[src/rtl/cpu_bus_responder.sv]
// cpu_bus_responder: FPGA-side 6502 bus slave. Generates PHI0 (10 phases of
// the 10 MHz clock per bus cycle), serves a small register window on the CPU
// bus, captures CPU writes, and exposes a host port for preloading the window.
// Optional feature: define BUS_RESPONDER_WPROT_EN to add a wprot input that
// blocks CPU writes into the window.
module cpu_bus_responder #(
  parameter logic [15:0] BASE      = 16'hFFF0,
  parameter int unsigned ADDR_BITS = 4
) (
  input  logic                 CLK10MHZ,
  input  logic                 rst_n,
  input  logic                 run,
  input  logic                 step,
  input  logic [15:0]          A,
  input  logic                 RW,
  input  logic [7:0]           d_in,
  output logic [7:0]           d_out,
  output logic                 d_oe,
  output logic                 data_dir,
  output logic                 phi0,
  input  logic                 host_we,
  input  logic [ADDR_BITS-1:0] host_addr,
  input  logic [7:0]           host_wdata,
  output logic [7:0]           host_rdata,
  output logic                 bus_wr_pulse,
  output logic [ADDR_BITS-1:0] bus_wr_addr,
  output logic                 cycle_done,
  output logic                 halted
`ifdef BUS_RESPONDER_WPROT_EN
  ,
  input  logic                 wprot
`endif
);

  localparam int unsigned DEPTH     = 2 ** ADDR_BITS;
  localparam logic [3:0]  PH_SAMPLE = 4'd4;
  localparam logic [3:0]  PH_HIGH   = 4'd5;
  localparam logic [3:0]  PH_WRITE  = 4'd8;
  localparam logic [3:0]  PH_LAST   = 4'd9;

  logic [3:0]           r_ph;
  logic                 r_halted;
  logic                 r_step;
  logic                 r_phi0;
  logic                 r_cycle_done;
  logic                 r_hit;
  logic                 r_rw;
  logic [ADDR_BITS-1:0] r_off;
  logic [7:0]           r_d_out;
  logic                 r_d_oe;
  logic                 r_data_dir;
  logic                 r_wr_pulse;
  logic [ADDR_BITS-1:0] r_wr_addr;
  logic [7:0]           r_host_rdata;
  logic [7:0]           r_mem [DEPTH];

  logic [3:0]           w_ph_nxt;
  logic                 w_halt_nxt;
  logic                 w_go;
  logic                 w_hit;
  logic [ADDR_BITS-1:0] w_off;
  logic                 w_wprot;
  logic                 w_cpu_we;

`ifdef BUS_RESPONDER_WPROT_EN
  assign w_wprot = wprot;
`else
  assign w_wprot = 1'b0;
`endif

  assign w_hit    = (A[15:ADDR_BITS] == BASE[15:ADDR_BITS]);
  assign w_off    = A[ADDR_BITS-1:0];
  // CPU write commits on the edge into phase 9, while d_in is still valid
  assign w_cpu_we = !r_halted && (r_ph == PH_WRITE) && r_hit && !r_rw && !w_wprot;

  // Next phase and halt decision; halting is only considered at the end of a cycle
  always_comb begin
    w_ph_nxt   = r_ph;
    w_halt_nxt = r_halted;
    w_go       = 1'b0;
    if (r_halted) begin
      w_go       = run | r_step;
      w_halt_nxt = ~w_go;
      w_ph_nxt   = 4'd0;
    end else if (r_ph == PH_LAST) begin
      w_ph_nxt   = 4'd0;
      w_halt_nxt = ~run & ~r_step;
    end else begin
      w_ph_nxt   = r_ph + 4'd1;
    end
  end

  // Phase sequencer, run/step control and CPU-facing bus outputs
  always_ff @(posedge CLK10MHZ or negedge rst_n) begin
    if (!rst_n) begin
      r_ph         <= 4'd0;
      r_halted     <= 1'b0;
      r_step       <= 1'b0;
      r_phi0       <= 1'b0;
      r_cycle_done <= 1'b0;
      r_hit        <= 1'b0;
      r_rw         <= 1'b1;
      r_off        <= '0;
      r_d_out      <= 8'h00;
      r_d_oe       <= 1'b0;
      r_data_dir   <= 1'b1;
      r_wr_pulse   <= 1'b0;
      r_wr_addr    <= '0;
    end else begin
      r_ph         <= w_ph_nxt;
      r_halted     <= w_halt_nxt;
      r_phi0       <= (w_ph_nxt >= PH_HIGH);
      r_cycle_done <= !r_halted && (r_ph == PH_LAST);
      r_wr_pulse   <= w_cpu_we;
      if (w_cpu_we) r_wr_addr <= r_off;

      // A step is only remembered while halted with run low; it is consumed on release
      if (w_go) begin
        r_step <= 1'b0;
      end else if (r_halted && step && !run) begin
        r_step <= 1'b1;
      end

      // Read data is held through phase 0 (100 ns after PHI0 falls), then released
      if (r_ph == 4'd0) begin
        r_d_oe     <= 1'b0;
        r_data_dir <= 1'b1;
      end

      // Address/RW sampled at the end of phase 4; read data goes out with PHI0 high
      if (!r_halted && (r_ph == PH_SAMPLE)) begin
        r_hit <= w_hit;
        r_rw  <= RW;
        r_off <= w_off;
        if (w_hit && RW) begin
          r_d_out    <= r_mem[w_off];
          r_d_oe     <= 1'b1;
          r_data_dir <= 1'b0;
        end
      end
    end
  end

  // Window storage: CPU write first, host write last so the host wins a collision
  always_ff @(posedge CLK10MHZ or negedge rst_n) begin
    if (!rst_n) begin
      r_mem        <= '{default: 8'h00};
      r_host_rdata <= 8'h00;
    end else begin
      r_host_rdata <= r_mem[host_addr];
      if (w_cpu_we) r_mem[r_off] <= d_in;
      if (host_we)  r_mem[host_addr] <= host_wdata;
    end
  end

  assign d_out        = r_d_out;
  assign d_oe         = r_d_oe;
  assign data_dir     = r_data_dir;
  assign phi0         = r_phi0;
  assign host_rdata   = r_host_rdata;
  assign bus_wr_pulse = r_wr_pulse;
  assign bus_wr_addr  = r_wr_addr;
  assign cycle_done   = r_cycle_done;
  assign halted       = r_halted;

endmodule

[config.mk]
export PLATFORM = sky130hd
export DESIGN_NAME = cpu_bus_responder
export DESIGN_NICKNAME = d
export VERILOG_FILES = /design/src/rtl/cpu_bus_responder.sv
export SDC_FILE = /design/constraint.sdc
export NUM_CORES = 1
export LEC_CHECK = 0
export BUFFER_PORTS_ARGS = -buffer_cell sky130_fd_sc_hd__buf_2
export CAP_MARGIN = 15
export CORE_ASPECT_RATIO = 1.5
export CORE_MARGIN = 5
export CORE_UTILIZATION = 60
export DETAILED_ROUTE_END_ITERATION = 8
export PLACE_DENSITY = 0.79
export SLEW_MARGIN = 0
export SYNTH_ARGS = -nofsm -noshare
export SYNTH_HDL_FRONTEND = slang
export SYNTH_SLANG_ARGS = --single-unit
export TNS_END_PERCENT = 20
[constraint.sdc]
create_clock -name CLK10MHZ -period 2.55 [get_ports CLK10MHZ]
set_input_delay 0.51 -clock CLK10MHZ [delete_from_list [all_inputs] [get_ports CLK10MHZ]]
set_output_delay 0.51 -clock CLK10MHZ [all_outputs]
set_load 0.02 [all_outputs]
==> metrics.md, run 1 <==
| Metric | Value |
|---|---|
| Delay-heaviest family, CP | `simple AND/OR/NAND/NOR gates` |
| Setup TNS | `0 ps` |
| CTS sink cnt | `165` |
| CP required | `2830 ps` |
| Pin count of the biggest net entering global routing | `58` |
| Final worst-path cycle share | `0.8897` |
| Initial DRC Count | `994` |
| DP HPWL | `19.86 mm` |
| Power per cell area | `760.4 nW/µm²` |
| Status | `completed` |
| Finished Cell Area | `11,010 µm²` |
| Row count | `57` |
| Mux share of post-synthesis cell area | `0.3524` |
| PostCTS Resize Cnt | `0` |
| Comb pwr share | `0.256` |
| CTS tree | `done` |
| Finish-stage setup viols | `0` |
| Hold_buf cts | `0` |
| Sequential cell area fraction in the yosys report | `0.4180` |
| Synth top area share | `0.4127` |
| Fin. Hold Viols | `0` |
| Warnings, synthesis | `0` |
| Area growth syn-to-layout | `11.43%` |
| Commonest non-fill, non-tap cell in the layout | `dfrtp_1` |
| Worst-margin pin slew | `between 700 and 800 ps` |
| Reg clk slew, reported paths | `around 70 ps` |
| First-pass GRT wire length | `45.13 mm` |
| Num CTS Buffers | `17` |
| Post-route ant nets | `0` |
| Tot GR Track Use | `0.3156` |
| Port-buffer cells | `67` |
| Layout cells sized above 1 | `0.2432` |
| RSZ-0062 raised after global routing | `no` |
| Slew margin rel. | `0.5086` |
| Tmin final | `2269 ps` |
| Pint | `5.626 mW` |
| Adder-cell share of the synthesized area | `0` |
| XOR/XNOR Fraction of Synth Area | `0.0008861` |
| Post-Synth Simple-Gate Area | `0.1132` |
| P_sw | `2.749 mW` |
| Core area | `approximately 16,000 µm²` |
| Die ar. | `19,190 µm²` |
| Max H-tree Level | `4` |
| Vias in the first global route | `7,718` |
| Max Root-Sink Buffers | `2` |
| Final #Nets | `between 900 and 1,000` |
| Pins Over Slew Limit | `0` |
| Die Y | `167.2 µm` |
| Compound-Gate Fraction of Synth Area | `0.07089` |
| CP bufs+invs | `1` |
| Worst VDD drop | `between 500 and 600 µV` |
| Flop and latch count out of synthesis | `165` |
| Lkg Pwr | `about 5.5 nW` |
| Routed vias | `7,662` |
| Clk pwr share | `0.294` |
| Total power | `roughly 8.4 mW` |
| Critical Path, Cell by Cell | `nor4b_4 > buf_4 > nand4_4 > mux2i_1 > o21ai_0` |
| Starting Density | `0.6106` |
| I/O pin total | `68` |
| Slowest CP cell | `dfrtp_1` |
| Worst hold path class | `in -> async` |
| Largest family of logic cells by synthesized area | `multiplexers` |
| Synth Net Count | `870` |
| Die width | `114.8 µm` |
| Crit. End Element | `flop` |
| Worst Skew | `12.84 ps` |
| Root buf cell | `clkbuf_16` |
| Cell area after synthesis | `9884 µm²` |
| Seq pwr share | `0.450` |
| Commonest non-fill, non-tap cells in the layout | `dfrtp_1 (163), mux2i_1 (153), nor2_1 (88)` |
| Setup Fix Bufs, Post-CTS | `0` |
| Synth area leader | `dfrtp_1` |
| Distinct cells, synth | `38` |
| Crit Path Category | `reg -> reg` |
| Worst-skew pair later-pin latency | `430 ps` |
| Worst EP arrival | `2550 ps` |
| Drt total wl | `29.68 mm` |
| Sw frac | `0.3282` |
| 1st-pass router iterations | `6` |
| Post-route DRC | `0` |
| GPL Wtd Cong | `0.9265` |
| Area contributors post-synth | `dfrtp_1 (41%), mux2i_1 (15%), mux4_1 (9.0%)` |
| Drt wl/cell | `26.98 µm` |
| Avg Cell Area, Syn | `about 12 µm²` |
| Type of origin of the critical path | `flop` |
| Vias per cell | `roughly 7.0` |
| Max incr delay on CP | `500 ps` |
| Overflow left after global routing | `0` |
| Initial antenna violation count | `7` |
| Post-DP Area | `10,440 µm²` |
| Max cap viols | `0` |
| Fmax | `around 440 MHz` |
| Crit-path max FO | `17` |
| Mapped Cells | `about 830` |
metrics by stage:
step / util / setup WS [ps] / hold slack, ps / cells
floorplan: - / 622.5 / 214.4 / 828
global placement: 0.6451 / 442.3 / 451.5 / 1062
detailed placement: 0.6451 / 352.2 / 464.6 / 1062
CTS: 0.6794 / 280.0 / 62.26 / 1094
global route: 0.6803 / 196.2 / 88.70 / 1100
finish: 0.6803 / 281.3 / 39.59 / 1100
cells by family after synthesis:
kind of cell,Yosys count
xor gates and xnor gates,1
and+or+nand+nor,198
muxes,243
buffers and inverters,83
AOI/OAI and AO/OA,138
DFF,165
synthesized netlist by cell type:
master      n
inv_1       5
and2_1      2
nand3_1     4
o21ai_1     5
xnor2_1     1
mux4_1     34
dfstp_2     2
nand4_1     4
dfrtp_1   163
nor3_1      3
nor3_2      1
buf_12      1
nor3b_2     4
mux2_2     18
and3_1      1
buf_4      10
nor4b_2     1
or3b_1      1
a41o_1      1
mux2i_1   153
nor2b_1     8
nor4_1      2
buf_1       8
a21oi_1    83
o21a_1      1
or2_2       1
nand4_4    13
and3b_1     2
clkbuf_1   39
buf_6       5
a22oi_1     1
nand2_1    60
nand4_2     3
o21ai_0    47
nor2_1     88
buf_8       2
mux4_2     38
buf_2      13
layer usage:
layer	vias up	track usage	part of all wire
li1	3175	-	-
met1	3760	0.3856	0.34
met2	560	0.4935	0.48
met3	167	0.05451	0.095
met4	0	0.2416	0.085
met5	-	0	0
state kept, by name, summed over array words and instances (netlist names):
register / flops
r_mem: 128
r_hit: 1
r_rw: 1
phi0: 1
d_oe: 1
halted: 1
r_step: 1
r_off: 4
bus_wr_pulse: 1
cycle_done: 1
data_dir: 1
host_rdata: 8
r_ph: 4
d_out: 8
bus_wr_addr: 4
cell type report:
| class | count | area, µm² |
|---|---|---|
| sequential | 165 | 4131 |
| inverter | 5 | 18.77 |
| timing repair buffer | 106 | 709.4 |
| fill | 1148 | 5175 |
| tap | 206 | 257.7 |
| clock buffer | 21 | 450.4 |
| antenna | 6 | 15.01 |
| multi-input combinational | 580 | 5326 |
| clock inverter | 11 | 105.1 |
path summary, 6_finish.rpt:
path                          from      endpoint  slack, ps  cells after the start
max                        r_ph[0]    r_mem[123]        280                      5
min                          rst_n  bus_wr_pulse         40                      1
max reg2reg                r_ph[0]    r_mem[123]        280                      5
min reg2reg                 r_step        halted        480                      1
max in group asynchronous    rst_n     r_mem[10]       1780                      2
min in group CLK10MHZ          run        halted        260                      2
power by group through the flow:
stage          clock network, mW  logic, mW  registers [mW]
6_report                    2.46       2.14            3.77
5_1_grt                     2.59       2.31            3.82
4_1_cts                     2.46       2.14            3.74
3_5_place_dp                   0       2.11            3.79
3_3_place_gp                   0       2.00            3.72
2_1_floorplan                  0       1.67            3.58
No activity file was read; power rests on OpenSTA's default activity.
==> run 2: changes to the inputs <==
--- a/config.mk
+++ b/config.mk
@@ -12,6 +12,7 @@
 export CORE_UTILIZATION = 60
 export DETAILED_ROUTE_END_ITERATION = 8
 export PLACE_DENSITY = 0.79
+export REMOVE_ABC_BUFFERS = 1
 export SLEW_MARGIN = 0
 export SYNTH_ARGS = -nofsm -noshare
 export SYNTH_HDL_FRONTEND = slang
==> metrics.md, run 2 (synthesized netlist as in run 1, its figures left out) <==
| Metric | Value |
|---|---|
| Status | `completed (unchanged)` |
| Starting Density | `0.6106 (unchanged)` |
| 1st-pass router iterations | `5 (was 6)` |
| Drt wl/cell | `27.23 µm (was 26.98 µm)` |
| Final instance count without filler cells | `1,097 (was 1,100)` |
| Max reg flops | `128 (unchanged)` |
| Reg area | `4131 µm² (unchanged)` |
| Fmax | `474.7 MHz (was 440.8 MHz)` |
| Crit-path max FO | `20 (was 17)` |
| Total power | `8.462 mW (was 8.375 mW)` |
| Worst EP arrival | `2400 ps (was 2550 ps)` |
| Root buf cell | `clkbuf_16 (unchanged)` |
| Placed cell count | `1,067 (was 1,062)` |
| Finish-stage setup viols | `0 (unchanged)` |
| Routed vias | `7,656 (was 7,662)` |
| Num CTS Buffers | `17 (unchanged)` |
| GPL Wtd Cong | `0.9520 (was 0.9265)` |
| Crit. End Element | `flop (unchanged)` |
| Pint | `5.752 mW (was 5.626 mW)` |
| RSZ-0062 raised after global routing | `no (unchanged)` |
| Post-DP Area | `10,470 µm² (was 10,440 µm²)` |
| Layout cells sized above 1 | `0.2458 (was 0.2432)` |
| Area growth syn-to-layout | `11.72% (was 11.43%)` |
| Die ar. | `19,190 µm² (unchanged)` |
| Reg-to-reg slack, setup | `440 ps (was 280 ps)` |
| Hold_buf cts | `0 (unchanged)` |
| Ant diodes | `0 (was 6)` |
| Worst-margin pin slew | `765.9 ps (was 735.3 ps)` |
| Fin. Hold Viols | `0 (unchanged)` |
| Initial DRC Count | `931 (was 994)` |
| Biggest register | `r_mem (unchanged)` |
| Type of origin of the critical path | `flop (unchanged)` |
| Overflow left after global routing | `0 (unchanged)` |
| Reg clk slew, reported paths | `70 ps (about the same)` |
| Launch point of the worst path | `r_ph[1] (was r_ph[0])` |
| Max cap viols | `0 (unchanged)` |
| Multi-input gate area | `5326 µm² (unchanged)` |
| Core area | `16,190 µm² (unchanged)` |
| Max Root-Sink Buffers | `2 (unchanged)` |
| Max H-tree Level | `4 (unchanged)` |
| Worst VDD drop | `568.6 µV (was 565.2 µV)` |
| First-pass GRT wire length | `45.70 mm (was 45.13 mm)` |
| Die width | `114.8 µm (unchanged)` |
| Die Y | `167.2 µm (unchanged)` |
| Port-buffer cells | `67 (unchanged)` |
| Drt total wl | `29.87 mm (was 29.68 mm)` |
| Seq pwr share | `0.449 (was 0.450)` |
| Crit Path Category | `reg -> reg (unchanged)` |
| Slew margin rel. | `0.4882 (was 0.5086)` |
| Initial antenna violation count | `0 (was 7)` |
| Post-route ant nets | `0 (unchanged)` |
| RR Endpoint | `r_mem[20] (was r_mem[123])` |
| Clk pwr share | `0.302 (was 0.294)` |
| Commonest non-fill, non-tap cell in the layout | `dfrtp_1 (unchanged)` |
| Pre-CTS setup slack | `369.6 ps (was 352.2 ps)` |
| Comb pwr share | `0.249 (was 0.256)` |
| CP required | `2850 ps (was 2830 ps)` |
| DP HPWL | `19.81 mm (was 19.86 mm)` |
| I/O pin total | `68 (unchanged)` |
| Worst-skew pair later-pin latency | `430 ps (about the same)` |
| Pins Over Slew Limit | `0 (unchanged)` |
| Final #Nets | `922 (was 917)` |
| Tot GR Track Use | `0.3196 (was 0.3156)` |
| Sw frac | `0.3203 (was 0.3282)` |
| CTS sink cnt | `165 (unchanged)` |
| Critical Path End | `r_mem[20] (was r_mem[123])` |
| Power per cell area | `766.3 nW/µm² (was 760.4 nW/µm²)` |
| CTS tree | `done (unchanged)` |
| Tmin final | `2107 ps (was 2269 ps)` |
| Setup Fix Bufs, Post-CTS | `0 (unchanged)` |
| R2r startpoint | `r_ph[1] (was r_ph[0])` |
| Row count | `57 (unchanged)` |
| Finished Cell Area | `11,040 µm² (was 11,010 µm²)` |
| Setup TNS | `0 ps (unchanged)` |
| Setup WS post-layout | `443.3 ps (was 281.3 ps)` |
| Vias per cell | `6.979 (was 6.965)` |
| Vias in the first global route | `7,947 (was 7,718)` |
| Worst Skew | `13.64 ps (was 12.84 ps)` |
| Reg2Reg Depth | `5 (unchanged)` |
| Final worst-path cycle share | `0.8262 (was 0.8897)` |
| Worst hold path class | `in -> async (unchanged)` |
| Post-route DRC | `0 (unchanged)` |
| P_sw | `2.710 mW (was 2.749 mW)` |
| FILL cells | `1,116 (was 1,148)` |
| Pin count of the biggest net entering global routing | `60 (was 58)` |
| Commonest non-fill, non-tap cells in the layout | `dfrtp_1 (163), mux2i_1 (153), nor2_1 (88) (unchanged)` |
| Lkg Pwr | `5.571 nW (was 5.538 nW)` |
| PostCTS Resize Cnt | `0 (unchanged)` |
-- run 2: changes by cell type in the layout (fill, tap and decap cells not counted), moves of 2 or more --
| cell | change |
|---|---|
| buf_4 | +6 |
| clkbuf_8 | +2 |
| clkinv_4 | -2 |
| diode_2 | -6 |
-- run 2: area by class of cell --
type / instances / share of cell area
Clock buffer: 23 / 0.04328
Clock inverter: 7 / 0.008724
Inverter: 5 / 0.001700
Multi-Input combinational cell: 580 / 0.4823
Sequential cell: 165 / 0.3741
Tap cell: 206 / 0.02334
Timing Repair Buffer: 111 / 0.06651
-- run 2: through the flow --
step | util | hold WS, ps
after floorplan | - | 214.4
after detailed placement | 0.6467 | 451.4
after global routing | 0.6821 | 42.90
after CTS | 0.6821 | 40.04
after global placement | 0.6467 | 447.6
final | 0.6821 | 17.97
-- run 2: power by group through the flow --
| stage | logic (mW) | clock network (mW) | registers, mW |
|---|---|---|---|
| finish | 2.11 | 2.55 | 3.80 |
| global route | 2.30 | 2.68 | 3.84 |
| CTS | 2.11 | 2.55 | 3.76 |
| detailed placement | 2.09 | 0 | 3.79 |
| global placement | 1.96 | 0 | 3.74 |
| floorplan | 1.45 | 0 | 3.62 |
-- run 2: worst min path at each step --
stage | from | end | slack, ps | cells after the start
floorplan | rst_n | bus_wr_addr[0] | 210 | 0
global placement | r_step | halted | 450 | 1
detailed placement | r_step | halted | 450 | 1
CTS | rst_n | r_mem[59] | 40 | 1
global route | rst_n | r_mem[59] | 40 | 1
finish | rst_n | r_mem[59] | 20 | 1
-- run 2: layer usage --
metal / share of wire / GRT usage
met1: 0.33 / 0.3668
met2: 0.49 / 0.5067
met3: 0.092 / 0.07365
met4: 0.095 / 0.2538
met5: 0 / 0
-- run 2: worst max-delay path, cell delays in order, from the launching register on --
cell and delay [ps]:
dfrtp_1 490, nor3b_4 220, buf_4 400, nand4_4 430, mux2i_1 310, a21oi_1 100
==> run 3: changes to the inputs <==
--- a/config.mk
+++ b/config.mk
@@ -9,9 +9,9 @@
 export CAP_MARGIN = 15
 export CORE_ASPECT_RATIO = 1.5
 export CORE_MARGIN = 5
-export CORE_UTILIZATION = 60
+export CORE_UTILIZATION = 55
 export DETAILED_ROUTE_END_ITERATION = 8
-export PLACE_DENSITY = 0.79
+export PLACE_DENSITY = 0.76
 export REMOVE_ABC_BUFFERS = 1
 export SLEW_MARGIN = 0
 export SYNTH_ARGS = -nofsm -noshare
==> constraint.sdc (replaced) <==
create_clock -name CLK10MHZ -period 1.8 [get_ports CLK10MHZ]
set_input_delay 0.36 -clock CLK10MHZ [delete_from_list [all_inputs] [get_ports CLK10MHZ]]
set_output_delay 0.36 -clock CLK10MHZ [all_outputs]
set_load 0.02 [all_outputs]
==> metrics.md, run 3 (synthesized netlist as in run 1, its figures left out) <==
| Metric | Value |
|---|---|
| Post-DP Area | `10,950 µm² (was 10,470 µm²)` |
| Post-route ant nets | `0 (unchanged)` |
| Initial antenna violation count | `1 (was 0)` |
| Worst-skew pair later-pin latency | `430 ps (about the same)` |
| Fmax | `576.5 MHz (was 474.7 MHz)` |
| Max cap viols | `0 (unchanged)` |
| Top Layer Used | `met5 (was met4)` |
| Die ar. | `20,810 µm² (was 19,190 µm²)` |
| Tmin final | `1735 ps (was 2107 ps)` |
| Max Root-Sink Buffers | `2 (unchanged)` |
| Final hold slack | `109.7 ps (was 17.97 ps)` |
| CTS sink cnt | `165 (unchanged)` |
| Finish-stage setup viols | `0 (unchanged)` |
| Lkg Pwr | `5.874 nW (was 5.571 nW)` |
| Core area | `17,790 µm² (was 16,190 µm²)` |
| Power per cell area | `1047 nW/µm² (was 766.3 nW/µm²)` |
| Starting Density | `0.5556 (was 0.6106)` |
| FILL cells | `1,280 (was 1,116)` |
| Ant diodes | `0 (unchanged)` |
| Worst Hold End | `halted` |
| Biggest register | `r_mem (unchanged)` |
| Slowest CP cell | `dfrtp_1 (unchanged)` |
| Routed vias | `7,542 (was 7,656)` |
| Final worst-path cycle share | `0.9637 (was 0.8262)` |
| Crit-path max FO | `10 (was 20)` |
| Reg clk slew, reported paths | `70 ps (about the same)` |
| First-pass GRT wire length | `44.20 mm (was 45.70 mm)` |
| Vias per cell | `6.570 (was 6.979)` |
| Die Y | `174.2 µm (was 167.2 µm)` |
| Row count | `60 (was 57)` |
| CTS tree | `done (unchanged)` |
| Final #Nets | `960 (was 922)` |
| Overflow left after global routing | `0 (unchanged)` |
| Hold depth | `2` |
| RR Endpoint | `d_out[0] (was r_mem[20])` |
| Max H-tree Level | `4 (unchanged)` |
| Met1 WL | `10.42 mm (was 9.773 mm)` |
| Type of origin of the critical path | `flop (unchanged)` |
| Routed wl met3 | `2.130 mm (was 2.750 mm)` |
| Post-route DRC | `0 (unchanged)` |
| I/O pin total | `68 (unchanged)` |
| Worst-margin pin slew | `521.7 ps (was 765.9 ps)` |
| Reg-to-reg slack, setup | `70 ps (was 440 ps)` |
| Area growth syn-to-layout | `17.68% (was 11.72%)` |
| CP required | `2110 ps (was 2850 ps)` |
| Max reg flops | `128 (unchanged)` |
| Finished Cell Area | `11,630 µm² (was 11,040 µm²)` |
| Met2 routed WL | `14.27 mm (was 14.50 mm)` |
| Reg2Reg Depth | `5 (unchanged)` |
| Crit Path Category | `reg -> reg (unchanged)` |
| Layout cells sized above 1 | `0.2771 (was 0.2458)` |
| Hold_sp | `run` |
| Pre-CTS setup slack | `-170.9 ps (was 369.6 ps)` |
| R2r startpoint | `r_ph[0] (was r_ph[1])` |
| Worst Skew | `11.39 ps (was 13.64 ps)` |
| Fin. Hold Viols | `0 (unchanged)` |
| Crit. End Element | `flop (unchanged)` |
| Slew margin rel. | `0.6522 (was 0.4882)` |
| Port-buffer cells | `67 (unchanged)` |
| Pins Over Slew Limit | `0 (unchanged)` |
| Setup WS post-layout | `65.31 ps (was 443.3 ps)` |
| Worst EP arrival | `2050 ps (was 2400 ps)` |
| 1st-pass router iterations | `6 (was 5)` |
| Pin count of the biggest net entering global routing | `45 (was 60)` |
| Initial DRC Count | `737 (was 931)` |
| Die width | `119.5 µm (was 114.8 µm)` |
| Drt wl/cell | `25.41 µm (was 27.23 µm)` |
| DP HPWL | `20.15 mm (was 19.81 mm)` |
| Status | `completed (unchanged)` |
| Critical Path, Cell by Cell | `buf_4 > nor4_1 > nand4_1 > buf_4 > mux2_2 (was nor3b_4 > buf_4 > nand4_4 > mux2i_1 > a21oi_1)` |
| Commonest non-fill, non-tap cell in the layout | `dfrtp_1 (unchanged)` |
| Drt total wl | `29.17 mm (was 29.87 mm)` |
| Worst VDD drop | `715.6 µV (was 568.6 µV)` |
| Num CTS Buffers | `17 (unchanged)` |
| Root buf cell | `clkbuf_16 (unchanged)` |
| GPL Wtd Cong | `0.8770 (was 0.9520)` |
| Commonest non-fill, non-tap cells in the layout | `dfrtp_1 (163), mux2i_1 (153), nor2_1 (88) (unchanged)` |
| Worst hold path class | `in -> reg (was in -> async)` |
| Tot GR Track Use | `0.2828 (was 0.3196)` |
| Vias in the first global route | `7,491 (was 7,947)` |
| Critical Path Most Common Cell | `buf_4` |
| Max incr delay on CP | `410 ps (was 490 ps)` |
==> run 3: power by group <==
group | leakage, nW | internal, mW | switching, mW
combinational | 3.66 | 1.64 | 1.60
sequential | 1.94 | 4.53 | 0.748
clock | 0.277 | 2.13 | 1.54
total | 5.87 | 8.30 | 3.89
==> run 3: stage by stage <==
step | setup TNS [ps] | util | instances | power (mW)
4_1_cts | -21.86 | 0.6500 | 1144 | 12.16
3_5_place_dp | -4757 | 0.6156 | 1109 | 8.526
3_3_place_gp | -1835 | 0.6156 | 1109 | 8.341
5_1_grt | -8.334 | 0.6538 | 1148 | 12.69
2_1_floorplan | -265680 | - | 750 | 7.172
6_report | 0 | 0.6538 | 1148 | 12.18
==> run 3: worst max path at each step <==
stage	start	to	slack [ps]	cells past startpoint
after floorplan	halted	r_mem[0]	-2240	4
after global placement	host_addr[0]	host_rdata[3]	-110	4
after detailed placement	host_addr[0]	host_rdata[7]	-170	4
after CTS	r_ph[0]	r_mem[10]	-20	5
after global routing	r_ph[0]	r_mem[114]	-6	6
final	r_ph[0]	d_out[0]	70	5
==> run 3: final cells by class <==
class,count,area (µm²),share of cell area
clock inverter,10,122.6,0.01054
multi-input combinational,580,5326,0.4579
clock buffer,22,464.2,0.03991
timing repair buffer,149,1297,0.1115
inverter,5,18.77,0.001613
sequential,165,4131,0.3552
tap,217,271.5,0.02334
==> run 3: what timing repair did <==
action	4_1_cts	5_1_grt
resized for setup	0	3
pin swaps	1	4
hold endpoints to repair	33	0
endpoints found under the setup margin	10	35
gates cloned	0	0
hold buffers	1	0
setup buffers	2	4
==> run 3: per-layer routing <==
layer  up-vias  GRT usage
met2       416     0.4620
li1       3256          -
met1      3743     0.3409
met5         -          0
met4         2     0.1921
met3       125    0.04915
==> run 3: critical path, delay by kind of cell, from the launching register on <==
family / cells / cell delay [ps]
multiplexers: 1 / 290
AND/OR/NAND/NOR: 2 / 480
buffers and inverters: 2 / 420
flip-flops: 1 / 410
